## src/rtl/seven_segment_mux_display.sv

```systemverilog
// ---------------------------------------------------------------------------
// seven_segment_mux_display
//
// Time-multiplexed driver for a DIGITS-wide seven-segment bank. A packed
// multi-digit value, decimal points and blank / leading-zero-blank controls
// are taken through a valid/ready handshake into a shadow register. The
// shadow is copied into the display register only when the scan wraps back
// to digit 0, so a frame never mixes old and new digits. One digit is lit
// per REFRESH_DIV clock cycles.
//
// Build option:
//   SEVEN_SEG_HEX_DIGITS_EN  defined   -> nibbles 10..15 show A b C d E F
//                            undefined -> nibbles 10..15 are dark
//
// Parameters:
//   DIGITS          number of digits scanned (>= 1)
//   REFRESH_DIV     clock cycles each digit stays lit (>= 1)
//   SEG_ACTIVE_LOW  1 inverts io_segOut, io_dpOut and io_anode at the pins
//
// Ports:
//   clock      in   system clock, rising edge
//   reset      in   synchronous reset, active low
//   io_valid   in   update request
//   io_ready   out  update accepted when io_valid && io_ready
//   io_value   in   4*DIGITS, nibble i = digit i (digit 0 rightmost)
//   io_dp      in   DIGITS, decimal point per digit
//   io_blank   in   1 = whole display dark
//   io_lzb     in   1 = leading-zero blanking
//   io_segOut  out  7, bit6 = a ... bit0 = g
//   io_dpOut   out  decimal point of the lit digit
//   io_anode   out  DIGITS, one-hot digit enable
//   io_frame   out  one-cycle pulse at the start of each frame
// ---------------------------------------------------------------------------
module seven_segment_mux_display #(
    parameter int DIGITS         = 4,
    parameter int REFRESH_DIV    = 1000,
    parameter int SEG_ACTIVE_LOW = 0
) (
    input  logic                  clock,
    input  logic                  reset,
    input  logic                  io_valid,
    output logic                  io_ready,
    input  logic [4*DIGITS-1:0]   io_value,
    input  logic [DIGITS-1:0]     io_dp,
    input  logic                  io_blank,
    input  logic                  io_lzb,
    output logic [6:0]            io_segOut,
    output logic                  io_dpOut,
    output logic [DIGITS-1:0]     io_anode,
    output logic                  io_frame
);

    localparam int PRE_W = (REFRESH_DIV > 1) ? $clog2(REFRESH_DIV) : 1;
    localparam int IDX_W = (DIGITS > 1) ? $clog2(DIGITS) : 1;

    localparam logic [PRE_W-1:0] PRE_LAST = PRE_W'(REFRESH_DIV - 1);
    localparam logic [IDX_W-1:0] IDX_LAST = IDX_W'(DIGITS - 1);
    localparam bit               INVERT   = (SEG_ACTIVE_LOW != 0);

    // Segment glyphs, a = bit6 ... g = bit0, active high.
    function automatic logic [6:0] seg_decode(input logic [3:0] nib);
        logic [6:0] seg;
        case (nib)
            4'd0:    seg = 7'h7E;
            4'd1:    seg = 7'h30;
            4'd2:    seg = 7'h6D;
            4'd3:    seg = 7'h79;
            4'd4:    seg = 7'h33;
            4'd5:    seg = 7'h5B;
            4'd6:    seg = 7'h5F;
            4'd7:    seg = 7'h70;
            4'd8:    seg = 7'h7F;
            4'd9:    seg = 7'h7B;
`ifdef SEVEN_SEG_HEX_DIGITS_EN
            4'd10:   seg = 7'h77;
            4'd11:   seg = 7'h1F;
            4'd12:   seg = 7'h4E;
            4'd13:   seg = 7'h3D;
            4'd14:   seg = 7'h4F;
            4'd15:   seg = 7'h47;
`endif
            default: seg = 7'h00;
        endcase
        return seg;
    endfunction

    // Scan control
    logic [PRE_W-1:0]    pre;
    logic [IDX_W-1:0]    idx;
    logic                pending;

    // Stage 0: shadow copy of the last accepted update
    logic [4*DIGITS-1:0] shadow_value_p0;
    logic [DIGITS-1:0]   shadow_dp_p0;
    logic                shadow_blank_p0;
    logic                shadow_lzb_p0;

    // Stage 1: data currently shown, swapped only at a frame wrap
    logic [4*DIGITS-1:0] disp_value_p1;
    logic [DIGITS-1:0]   disp_dp_p1;
    logic                disp_blank_p1;
    logic                disp_lzb_p1;

    logic tick;
    logic wrap;
    logic accept;

    assign tick   = (pre == PRE_LAST);
    assign wrap   = tick && (idx == IDX_LAST);
    assign accept = io_valid && io_ready;

    assign io_ready = !pending && reset;

    always_ff @(posedge clock) begin
        if (!reset) begin
            pre             <= '0;
            idx             <= '0;
            pending         <= 1'b0;
            shadow_value_p0 <= '0;
            shadow_dp_p0    <= '0;
            shadow_blank_p0 <= 1'b1;
            shadow_lzb_p0   <= 1'b0;
            disp_value_p1   <= '0;
            disp_dp_p1      <= '0;
            disp_blank_p1   <= 1'b1;
            disp_lzb_p1     <= 1'b0;
        end else begin
            if (tick) begin
                pre <= '0;
                idx <= wrap ? '0 : idx + 1'b1;
            end else begin
                pre <= pre + 1'b1;
            end

            // Capture and commit are exclusive: capture needs pending=0,
            // commit needs pending=1.
            if (accept) begin
                shadow_value_p0 <= io_value;
                shadow_dp_p0    <= io_dp;
                shadow_blank_p0 <= io_blank;
                shadow_lzb_p0   <= io_lzb;
                pending         <= 1'b1;
            end else if (wrap && pending) begin
                disp_value_p1   <= shadow_value_p0;
                disp_dp_p1      <= shadow_dp_p0;
                disp_blank_p1   <= shadow_blank_p0;
                disp_lzb_p1     <= shadow_lzb_p0;
                pending         <= 1'b0;
            end
        end
    end

    // upper_zero[i] is set when nibbles DIGITS-1 down to i are all zero.
    logic [3:0]        nib [DIGITS];
    logic [DIGITS-1:0] upper_zero;

    always_comb begin
        logic all_zero;
        all_zero = 1'b1;
        for (int i = DIGITS - 1; i >= 0; i--) begin
            nib[i]        = disp_value_p1[i*4 +: 4];
            all_zero      = all_zero && (nib[i] == 4'd0);
            upper_zero[i] = all_zero;
        end
    end

    logic [6:0]        seg_raw;
    logic              dp_raw;
    logic [DIGITS-1:0] anode_raw;

    always_comb begin
        seg_raw   = seg_decode(nib[idx]);
        dp_raw    = disp_dp_p1[idx];
        anode_raw = DIGITS'(1) << idx;
        // Leading-zero blanking darkens segments only; anode and dp stay.
        if (disp_lzb_p1 && upper_zero[idx] && (idx != '0)) begin
            seg_raw = '0;
        end
        if (disp_blank_p1) begin
            seg_raw   = '0;
            dp_raw    = 1'b0;
            anode_raw = '0;
        end
    end

    assign io_segOut = INVERT ? ~seg_raw   : seg_raw;
    assign io_dpOut  = INVERT ? ~dp_raw    : dp_raw;
    assign io_anode  = INVERT ? ~anode_raw : anode_raw;
    assign io_frame  = (idx == '0) && (pre == '0);

endmodule

```

## config.mk

```make
export PLATFORM = sky130hd
export DESIGN_NAME = seven_segment_mux_display
export DESIGN_NICKNAME = d
export VERILOG_FILES = /design/src/rtl/seven_segment_mux_display.sv
export SDC_FILE = /design/constraint.sdc
export NUM_CORES = 1
export LEC_CHECK = 0
export ABC_AREA = 1
export CAP_MARGIN = 20
export CORE_MARGIN = 2
export CORE_UTILIZATION = 43
export CTS_CLUSTER_SIZE = 30
export DETAILED_ROUTE_END_ITERATION = 10
export PLACE_DENSITY_LB_ADDON = 0.1
export REMOVE_ABC_BUFFERS = 1
export SLEW_MARGIN = 5
export SYNTH_ARGS = -nofsm -noshare
export SYNTH_HDL_FRONTEND = slang
export SYNTH_SLANG_ARGS = --single-unit
```

## constraint.sdc

```tcl
create_clock -name clock -period 2.85 [get_ports clock]
set_clock_uncertainty 0.05 [all_clocks]
set_input_delay 0.4275 -clock clock [delete_from_list [all_inputs] [get_ports clock]]
set_output_delay 0.4275 -clock clock [all_outputs]
set_load 0.01 [all_outputs]
```

==> summary.txt, run 1 <==
Min path
  • Worst min path class: reg2reg
  • Hold worst-path end: shadow_lzb_p0
  • Hold Startpoint: shadow_lzb_p0
  • Hold depth: 2

Placed design
  • Port buffer count: 38
  • Post-DP HPWL: approximately 4.2 mm
  • RD Place Congestion: approximately 0.86
  • Placed inst area: roughly 3300 µm²
  • Dpl ws: 0.3169 ns

Floorplan
  • I/O Pins: 39
  • Die Y: 85.51 µm
  • Die ar.: 7311 µm²
  • Rows: 29
  • Die width: 85.51 µm
  • Core area: 6386 µm²
  • Starting Density: 44.73%

Critical path
  • RR Endpoint: disp_value_p1[1]
  • Flop-to-flop setup slack: about 1.1 ns
  • Startpoint types: flop
  • Worst setup EP type: output port
  • FF-to-FF Start: idx[1]
  • CP arrival: 2.22 ns
  • CP Class: reg2out
  • Worst R2R Path Depth: 8
  • Worst Setup SP: idx[0]
  • Critical path required time: 2.37 ns
  • Crit path max fanout: 13

Yosys
  • Post-Synth Adder-Cell Area: 4.818%
  • Multiplexer share of the synthesized area: 0%
  • Main combinational cell family by area after synthesis: simple AND/OR/NAND/NOR gates
  • EDFF count, synth: 0
  • Post-synth top area share: 39.95%
  • Post-synthesis sequential element count: 57
  • Post-synthesis compound-gate area fraction: between 10% and 20%
  • Cells after Synth: between 400 and 500
  • Synth Area in Simple Gates: roughly 29%
  • Syn Area/Cell: 6.950 µm²
  • Synth warnings: 0
  • Predominant post-synthesis flop cell: dfxtp_1
  • Post-Syn Area: around 2900 µm²
  • Synth Area in XOR/XNOR: roughly 1.2%
  • Top cells by area, synth: dfxtp_1 40%, nand2_1 13%, inv_1 8.9%, o21ai_0 7.7%, nor2_1 5.4%
  • Part of the Yosys area used for sequential elements: around 40%
  • Ys async rst share: 0%
  • Distinct cells, synth: 29
  • Leading area contributor after synthesis: dfxtp_1

Routing
  • Vias/cell: 4.598
  • Wirelength, routed: 5.832 mm
  • Initial drt markers: 128
  • Final ANT Viol Nets: 0
  • DRT Pass-1 Iters: 4
  • Via count: roughly 2500
  • WL/cell: 10.94 µm
  • Drt drc: 0

Global route
  • Tot GR Track Use: roughly 18%
  • Initial antenna violation count: 0
  • Largest net degree at the start of global routing: 39
  • Gr ovfl total: 0
  • Vias in the first global route: 2259
  • First-pass GRT wire length: 10.08 mm

Timing
  • Setup violators final: 0
  • Sum Neg Setup Slack: 0 ns
  • RSZ-0062 raised after global routing: false
  • Worst slew pin tran: 0.3657 ns
  • Max Clk Rate: 371.2 MHz
  • Fin. max-slew vios: 0
  • Minimum clock period: 2.694 ns
  • Final Hold Viols: 0
  • Worst setup margin: 0.1559 ns
  • Final worst path period share: 94.53%
  • Relative slew slack: 75.56%

Clocking
  • Worst-path clk slew: about 0.070 ns
  • CTS tree: built
  • CTS buffer count: 9
  • Worst-case clock buffer depth: 2
  • Clock latency on the worst-skew pair: 0.34 ns
  • CTS Root Cell: clkbuf_8
  • # H-tree levels: 3
  • CTS Sinks: 57
  • Post-cts hold buffer count: 0

Final layout
  • Final Cell Area: around 3500 µm²
  • Area Overhead vs Synth: 22.34%
  • Share of cells above drive strength 1: 8.553%
  • Multi-input logic area: 1364 µm²
  • # diodes: 0
  • Fin util: 54.72%
  • # fillers: 663
  • NumNets Final: 487
  • Sequential cell area: 1144 µm²

Run status
  • Status: finished, final reports clean

Power
  • PD cells: 480.2 nW/µm²
  • Max IR drop VDD: about 0.00032 V
  • Leakage: 1.769 nW
  • Design Power: 1.678 mW

Job
  • Max Cap Violations: 0
[cell usage after synthesis (2+ instances only)]
| cell type | number |
|---|---|
| inv_1 | 68 |
| ha_1 | 11 |
| nand3b_1 | 2 |
| nand3_1 | 16 |
| buf_6 | 3 |
| nor2_1 | 41 |
| o21ai_0 | 44 |
| buf_4 | 2 |
| o21ai_1 | 3 |
| or2_2 | 5 |
| buf_2 | 5 |
| clkbuf_1 | 5 |
| or2_1 | 6 |
| nor2_4 | 3 |
| nand2_1 | 98 |
| xor2_1 | 3 |
| dfxtp_1 | 57 |
| a21oi_1 | 27 |
| nand4_1 | 2 |
[flip-flops by register name, summed over array words and instances, names as in the netlist]
register,flops
shadow_blank_p0,1
shadow_dp_p0,4
disp_value_p1,16
disp_blank_p1,1
pending,1
pre,10
disp_lzb_p1,1
shadow_value_p0,16
shadow_lzb_p0,1
idx,2
disp_dp_p1,4
[what timing repair did]
item	4_1_cts	5_1_grt
setup endpoints to repair	2	7
buffers inserted	0	1
gates cloned	0	0
resized for setup	3	7
[per-stage QoR]
stage,hold WS (ns),std cells
floorplan,0.3739,396
global placement,0.3858,516
detailed placement,0.3910,516
CTS,0.4014,532
global route,0.4260,533
finish,0.3986,533
[worst max path at each step]
stage | to | cells past startpoint
after floorplan | io_segOut[0] | 10
after global placement | io_segOut[3] | 9
after detailed placement | io_segOut[3] | 9
after CTS | io_segOut[3] | 10
after global routing | io_segOut[4] | 10
final | io_segOut[1] | 11
[worst max-delay path, stage by stage, from the launching register on]
cell	delay, ns
dfxtp_2	0.33
buf_6	0.14
nand2_1	0.08
nand3_1	0.09
nand2_2	0.11
inv_1	0.08
ha_1	0.17
nand3b_1	0.16
inv_1	0.06
nor2_1	0.04
nor2_1	0.09
clkdlybuf4s50_1	0.54
[per-layer routing]
layer  share of wire [%]  GRT usage, %  up-vias
met3                 5.2         6.352        5
li1                    -             -     1347
met2                  44         27.34       42
met1                  50         23.01     1057
met4                 1.1         6.061        0
met5                   0             0        -
[layout make-up]
| cell class | count | share of cell area, % |
|---|---|---|
| multi-input combinational | 270 | 39.03 |
| sequential | 57 | 32.72 |
| timing repair buffer | 44 | 12.64 |
| inverter | 69 | 7.483 |
| clock buffer | 11 | 3.759 |
| tap | 77 | 2.757 |
| clock inverter | 5 | 1.611 |
[report_power, final]
group	internal, mW	switching [mW]
combinational	0.0595	0.0588
clock	0.402	0.328
sequential	0.821	0.00904
[cell families after synthesis]
group | Yosys count
simple gates | 181
buf+inv | 84
xor+xnor | 4
compound gates | 74
fa+ha+maj | 11
flops | 57
[layout by cell type, fill, tap and decap left out, types with 3 or more instances in the layout]
cell type,instances
clkdlybuf4s50_1,33
clkbuf_8,9
nand3_1,16
a21oi_1,27
o21ai_1,3
xor2_1,3
nor2_1,41
ha_1,11
o21ai_0,44
nor2_4,3
or2_1,6
buf_4,5
nand2_1,97
or2_2,5
dlymetal6s2s_1,5
dfxtp_1,55
inv_1,67
(Power assumes the default switching activity.)
==> inputs of run 2 (changes only) <==
--- a/config.mk
+++ b/config.mk
@@ -8,7 +8,7 @@
 export ABC_AREA = 1
 export CAP_MARGIN = 20
 export CORE_MARGIN = 2
-export CORE_UTILIZATION = 43
+export CORE_UTILIZATION = 35
 export CTS_CLUSTER_SIZE = 30
 export DETAILED_ROUTE_END_ITERATION = 10
 export PLACE_DENSITY_LB_ADDON = 0.1
==> run 2 against run 1 <==
Net effect:
- global-route usage decreased by 2.7 points
- hold slack worse by 0.0026 ns
- power increased by 2.8%
- largest cell class unchanged
- sequential share of layout area shrank 0.63 points
- maximum frequency grew 3.0%
- critical endpoint is now io_segOut[3]
- clock power increased by 6.7%
- cell count increased by 5.1%
==> summary.txt, run 2 (synthesized netlist as in run 1, its figures left out) <==
Timing
  • Max Clk Rate: 382.4 MHz (+3.0%)
  • Worst slew pin tran: 0.5552 ns (+0.1896 ns)
  • Fin. max-slew vios: 0 (unchanged)
  • Final Hold Viols: 0 (unchanged)
  • Sum Neg Setup Slack: 0 ns (unchanged)
  • Worst setup margin: 0.2347 ns (+0.07884 ns)
  • Final worst path period share: 91.76% (-2.8 points)
  • Relative slew slack: 62.94% (-13 points)
  • RSZ-0062 raised after global routing: false
  • Minimum clock period: 2.615 ns (-0.07884 ns)
  • Setup violators final: 0 (unchanged)

Critical path
  • Startpoint types: flop
  • CP Class: reg2out
  • Worst R2R Path Depth: 9 (+1)
  • Worst path slowest cell: dfxtp_4
  • Crit-path leading delay family: buffers and inverters
  • Critical path required time: 2.37 ns (about the same)
  • Crit path max fanout: 5 (-8)
  • RR Endpoint: disp_value_p1[3]
  • Worst setup EP type: output port
  • Critical-path cell list: clkinvlp_4 -> buf_4 -> ha_2 -> nor2_1 -> nand3_1 -> a21oi_1 -> nand2_1 -> nand3_2 -> buf_4 -> nor2_1 -> dlygate4sd2_1
  • Flop-to-flop setup slack: 1.08 ns (-0.06 ns)
  • FF-to-FF Start: idx[0]
  • CP arrival: 2.14 ns (-0.08 ns)
  • Worst path max stage delay: 0.38 ns (-0.16 ns)
  • Crit path buf inv count: 4 (unchanged)

Final layout
  • Largest registers: disp_value_p1: 16 flops, shadow_value_p0: 16 flops, pre: 10 flops
  • Most frequent cells in the layout: 96 x nand2_1, 67 x inv_1, 55 x dfxtp_1
  • NumNets Final: 489 (+0.41%)
  • Most common cell after layout, fill and taps aside: nand2_1
  • Area Overhead vs Synth: 25.01%
  • # fillers: 827 (+25%)
  • Share of cells above drive strength 1: 9.389% (+0.84 points)
  • # diodes: 0 (unchanged)
  • Final Cell Area: 3571 µm² (+2.2%)

Global route
  • Gr ovfl total: 0 (unchanged)
  • Tot GR Track Use: 14.98% (-2.7 points)
  • Vias in the first global route: 2262 (+0.13%)
  • First-pass GRT wire length: 10.47 mm (+3.9%)
  • Initial antenna violation count: 0 (unchanged)
  • Largest net degree at the start of global routing: 39 (unchanged)

Clocking
  • CTS tree: built
  • Worst-path clk slew: 0.06 ns (about the same)
  • CTS Root Cell: clkbuf_8
  • Clock latency on the worst-skew pair: 0.33 ns (about the same)
  • Worst-case clock buffer depth: 2 (unchanged)
  • CTS Sinks: 57 (unchanged)
  • # H-tree levels: 3 (unchanged)
  • CTS buffer count: 9 (unchanged)

Routing
  • DRT Pass-1 Iters: 4 (unchanged)
  • Initial drt markers: 92 (-28%)
  • Vias/cell: 4.430 (-3.7%)
  • Drt drc: 0 (unchanged)
  • Via count: 2481 (+1.2%)
  • WL/cell: 10.71 µm (-2.1%)
  • Wirelength, routed: 5.996 mm (+2.8%)
  • Final ANT Viol Nets: 0 (unchanged)

Floorplan
  • Starting Density: 36.59% (-8.1 points)
  • Die width: 94.34 µm (+10%)
  • Rows: 32 (+10%)
  • Die Y: 94.34 µm (+10%)
  • Die ar.: 8900 µm² (+22%)
  • Core area: 7807 µm² (+22%)
  • I/O Pins: 39 (unchanged)

Min path
  • Worst min path class: reg2reg
  • Hold depth: 2 (unchanged)
  • Hold worst-path end: shadow_value_p0[15]
  • Hold Startpoint: shadow_value_p0[15]

Placed design
  • Post-DP HPWL: 4.242 mm (about the same)
  • RD Place Congestion: 0.7833 (-8.6%)
  • Dpl ws: 0.2441 ns (-0.07281 ns)
  • Port buffer count: 38 (unchanged)
  • Placed inst area: 3294 µm² (+0.50%)

Power
  • Leakage: 1.809 nW (+2.2%)
  • Max IR drop VDD: 0.0002634 V (-18%)
  • PD cells: 483.1 nW/µm² (+0.60%)

Job
  • Max Cap Violations: 0 (unchanged)

Run status
  • Status: finished, final reports clean
[run 2: per-layer routing]
| layer | vias to the layer above | GRT usage (%) | part of all wire, % |
|---|---|---|---|
| li1 | 1354 | - | - |
| met4 | 0 | 5.435 | 1.5 |
| met2 | 42 | 22.38 | 42 |
| met1 | 1076 | 20.32 | 52 |
| met5 | - | 0 | 0 |
| met3 | 9 | 4.709 | 4.9 |
[run 2: report_power, final]
part / switching (mW) / internal (mW)
registers: 0.00963 / 0.820
logic: 0.0579 / 0.0583
clock network: 0.304 / 0.475
total: 0.372 / 1.35
[run 2: worst max-delay path by stage]
stage,startpoint,endpoint,slack [ns],cells after the start
global placement,idx[1],io_segOut[3],0.26,9
finish,idx[0],io_segOut[3],0.23,11
CTS,idx[0],io_segOut[5],0.01,10
global route,idx[0],io_segOut[3],0.04,11
floorplan,idx[0],io_segOut[0],0.66,10
detailed placement,idx[0],io_segOut[3],0.24,10
[run 2: repair_timing]
action / CTS / global route
hold buffers: 0 / 0
pin swaps: 0 / 2
buffers inserted: 3 / 1
gates resized for setup: 6 / 9
gates cloned: 1 / 0
setup endpoints to repair: 7 / 6
[run 2: layout make-up]
class / count / area [µm²] / share of cell area [%]
Timing Repair inverter: 1 / 5.005 / 0.1402
Clock inverter: 2 / 35.03 / 0.9811
Sequential cell: 57 / 1146 / 32.10
Inverter: 69 / 265.3 / 7.428
Timing Repair Buffer: 45 / 450.4 / 12.61
Clock buffer: 14 / 172.7 / 4.835
Tap cell: 102 / 127.6 / 3.574
Multi-Input combinational cell: 270 / 1369 / 38.33
[run 2: tightest hold or removal path, stage by stage, from the launching register on]
cell and delay [ns]:
dfxtp_1 0.30, inv_1 0.05, a21oi_1 0.05
[run 2: per-stage QoR]
| step | hold slack [ns] | instances | power (mW) | utilization (%) |
|---|---|---|---|---|
| after floorplan | 0.3739 | 396 | 0.9043 | - |
| after global placement | 0.3854 | 539 | 0.9647 | 42.20 |
| after detailed placement | 0.3911 | 539 | 0.9662 | 42.20 |
| after CTS | 0.3998 | 559 | 1.760 | 45.35 |
| after global routing | 0.4069 | 560 | 1.808 | 45.74 |
| final | 0.3961 | 560 | 1.725 | 45.74 |
==> inputs of run 3 (changes only) <==
--- a/config.mk
+++ b/config.mk
@@ -7,10 +7,11 @@
 export LEC_CHECK = 0
 export ABC_AREA = 1
 export CAP_MARGIN = 20
-export CORE_MARGIN = 2
+export CORE_MARGIN = 4
 export CORE_UTILIZATION = 35
 export CTS_CLUSTER_SIZE = 30
 export DETAILED_ROUTE_END_ITERATION = 10
+export MAX_ROUTING_LAYER = met4
 export PLACE_DENSITY_LB_ADDON = 0.1
 export REMOVE_ABC_BUFFERS = 1
 export SLEW_MARGIN = 5
==> run 3 against run 2 <==
Net effect:
- utilization fell by 0.95 points
- critical path depth down 5
- clock power fell by 13%
- non-clock buffer count shrank 2
- hold slack about the same
==> summary.txt, run 3 (synthesized netlist as in run 1, its figures left out) <==
Run status
  • Status: finished, final reports clean

Power
  • Power share of the combinational group: 7.3% (+0.6 points)
  • Leakage: 1.795 nW (-0.75%)
  • Switching share of power: 23.49% (+1.9 points)
  • Seq pwr share: 51.1% (+3.0 points)
  • Int Pwr: 1.243 mW (-8.1%)
  • Max IR drop VDD: 0.0002322 V (-12%)
  • NetSw: 381.8 µW (+2.7%)
  • PD cells: 462.4 nW/µm² (-4.3%)
  • Clock power share: 41.6% (-3.6 points)

Critical path
  • CP arrival: 2.04 ns (-0.10 ns)
  • Worst setup EP type: output port
  • CP Class: reg2out
  • Startpoint types: flop
  • Crit path max fanout: 10 (+5)
  • Critical path required time: 2.37 ns (about the same)
  • Worst Setup SP: idx[0]
  • FF-to-FF Start: idx[0]

Routing
  • Initial drt markers: 110 (+20%)
  • Vias/cell: 4.494 (+1.4%)
  • Wirelength, routed: 6.348 mm (+5.9%)
  • Drt drc: 0 (unchanged)
  • Via count: 2503 (+0.89%)
  • DRT Pass-1 Iters: 4 (unchanged)
  • WL/cell: 11.40 µm (+6.4%)
  • Final ANT Viol Nets: 0 (unchanged)

Clocking
  • Worst-case clock buffer depth: 2 (unchanged)
  • CTS Root Cell: clkbuf_8
  • Worst-path clk slew: 0.07 ns (about the same)
  • CTS buffer count: 9 (unchanged)
  • CTS tree: built
  • CTS Sinks: 57 (unchanged)
  • Post-CTS Setup Inserts: 0 (-3)
  • Clock latency on the worst-skew pair: 0.33 ns (about the same)
  • # H-tree levels: 3 (unchanged)

Timing
  • Setup violators final: 0 (unchanged)
  • Sum Neg Setup Slack: 0 ns (unchanged)
  • Worst setup margin: 0.3368 ns (+0.1021 ns)
  • Fin. max-slew vios: 0 (unchanged)
  • RSZ-0062 raised after global routing: false
  • Final worst path period share: 88.18% (-3.6 points)
  • Final Hold Viols: 0 (unchanged)
  • Relative slew slack: 74.59% (+12 points)
  • Max Clk Rate: 397.9 MHz (+4.1%)
  • Worst slew pin tran: 0.3802 ns (-0.1751 ns)
  • Minimum clock period: 2.513 ns (-0.1021 ns)

Min path
  • Hold Startpoint: shadow_value_p0[5]
  • Worst min path class: reg2reg

Global route
  • Vias in the first global route: 2356 (+4.2%)
  • First-pass GRT wire length: 10.78 mm (+2.9%)
  • Initial antenna violation count: 0 (unchanged)
  • Gr ovfl total: 0 (unchanged)
  • Tot GR Track Use: 14.07% (-0.91 points)
  • Largest net degree at the start of global routing: 39 (unchanged)

Placed design
  • Post-DP HPWL: 4.668 mm (+10%)
  • RD Place Congestion: 0.9182 (+17%)
  • Placed inst area: 3309 µm² (+0.46%)
  • Port buffer count: 38 (unchanged)
  • Inst Count DP: 541 (+0.37%)
  • Dpl ws: 0.3122 ns (+0.06807 ns)

Floorplan
  • Rows: 32 (unchanged)
  • Die ar.: 9671 µm² (+8.7%)
  • Core area: 7848 µm² (+0.51%)
  • Die width: 98.34 µm (+4.2%)
  • I/O Pins: 39 (unchanged)
  • Die Y: 98.34 µm (+4.2%)
  • Starting Density: 36.40% (-0.19 points)

Final layout
  • Area Overhead vs Synth: 23.04%
  • Final Cell Area: 3515 µm² (-1.6%)
  • # diodes: 0 (unchanged)
  • Most common cell after layout, fill and taps aside: nand2_1
  • NumNets Final: 486 (-0.61%)
  • Most frequent cells in the layout: 95 x nand2_1, 67 x inv_1, 56 x dfxtp_1
  • Final Non-Filler Cells: 557 (-0.54%)
  • Fin util: 44.79% (-0.95 points)
  • Share of cells above drive strength 1: 8.352% (-1.0 points)
  • Largest registers: disp_value_p1: 16 flops, shadow_value_p0: 16 flops, pre: 10 flops
  • # fillers: 832 (+0.60%)

Job
  • Max Cap Violations: 0 (unchanged)
-- run 3: per-layer routing --
layer	global-route usage [%]	wire (µm)	vias up
li1	-	-	1345
met1	18.83	3256	1095
met2	20.02	2686	54
met3	4.429	331	9
met4	4.727	74	0
met5	-	0	-
-- run 3: worst max-delay path, cell delays in order, from the launching register on --
cell and delay (ns):
dfxtp_1 0.33, inv_2 0.13, buf_4 0.17, ha_1 0.19, nand4_1 0.12, nor4_1 0.19, clkdlybuf4s50_1 0.58
-- run 3: layout make-up --
cell class                 instances  area (µm²)  share of cell area, %
multi-input combinational        270        1369                  38.95
sequential                        57        1142                  32.50
timing repair buffer              43       439.2                  12.50
inverter                          69       261.5                  7.440
clock inverter                     2       12.51                 0.3560
tap                              102       127.6                  3.631
clock buffer                      14       162.7                  4.628
-- run 3: final timing paths --
| path | end | slack, ns | depth (start not counted) |
|---|---|---|---|
| setup / recovery | io_frame | 0.34 | 6 |
| hold / removal | shadow_value_p0[5] | 0.40 | 2 |
| setup reg to reg | disp_value_p1[6] | 1.11 | 9 |
| hold reg to reg | shadow_value_p0[5] | 0.40 | 2 |
-- run 3: metrics by stage --
stage,hold slack (ns),power (mW)
4_1_cts,0.4010,1.657
5_1_grt,0.4151,1.705
2_1_floorplan,0.3739,0.9043
3_5_place_dp,0.3913,0.9697
3_3_place_gp,0.3858,0.9677
6_report,0.3956,1.625
-- run 3: power groups by stage --
| stage | sequential [mW] | combinational, mW | clock, mW |
|---|---|---|---|
| global route | 0.833 | 0.136 | 0.736 |
| detailed placement | 0.849 | 0.121 | 0 |
| global placement | 0.848 | 0.120 | 0 |
| CTS | 0.831 | 0.121 | 0.705 |
| floorplan | 0.846 | 0.0579 | 0 |
| finish | 0.831 | 0.118 | 0.676 |
-- run 3: what timing repair did --
| item | in CTS | in global routing |
|---|---|---|
| pin swaps | 0 | 1 |
| endpoints found under the setup margin | 2 | 7 |
| gates resized for setup | 1 | 12 |
| hold buffers | 0 | 0 |
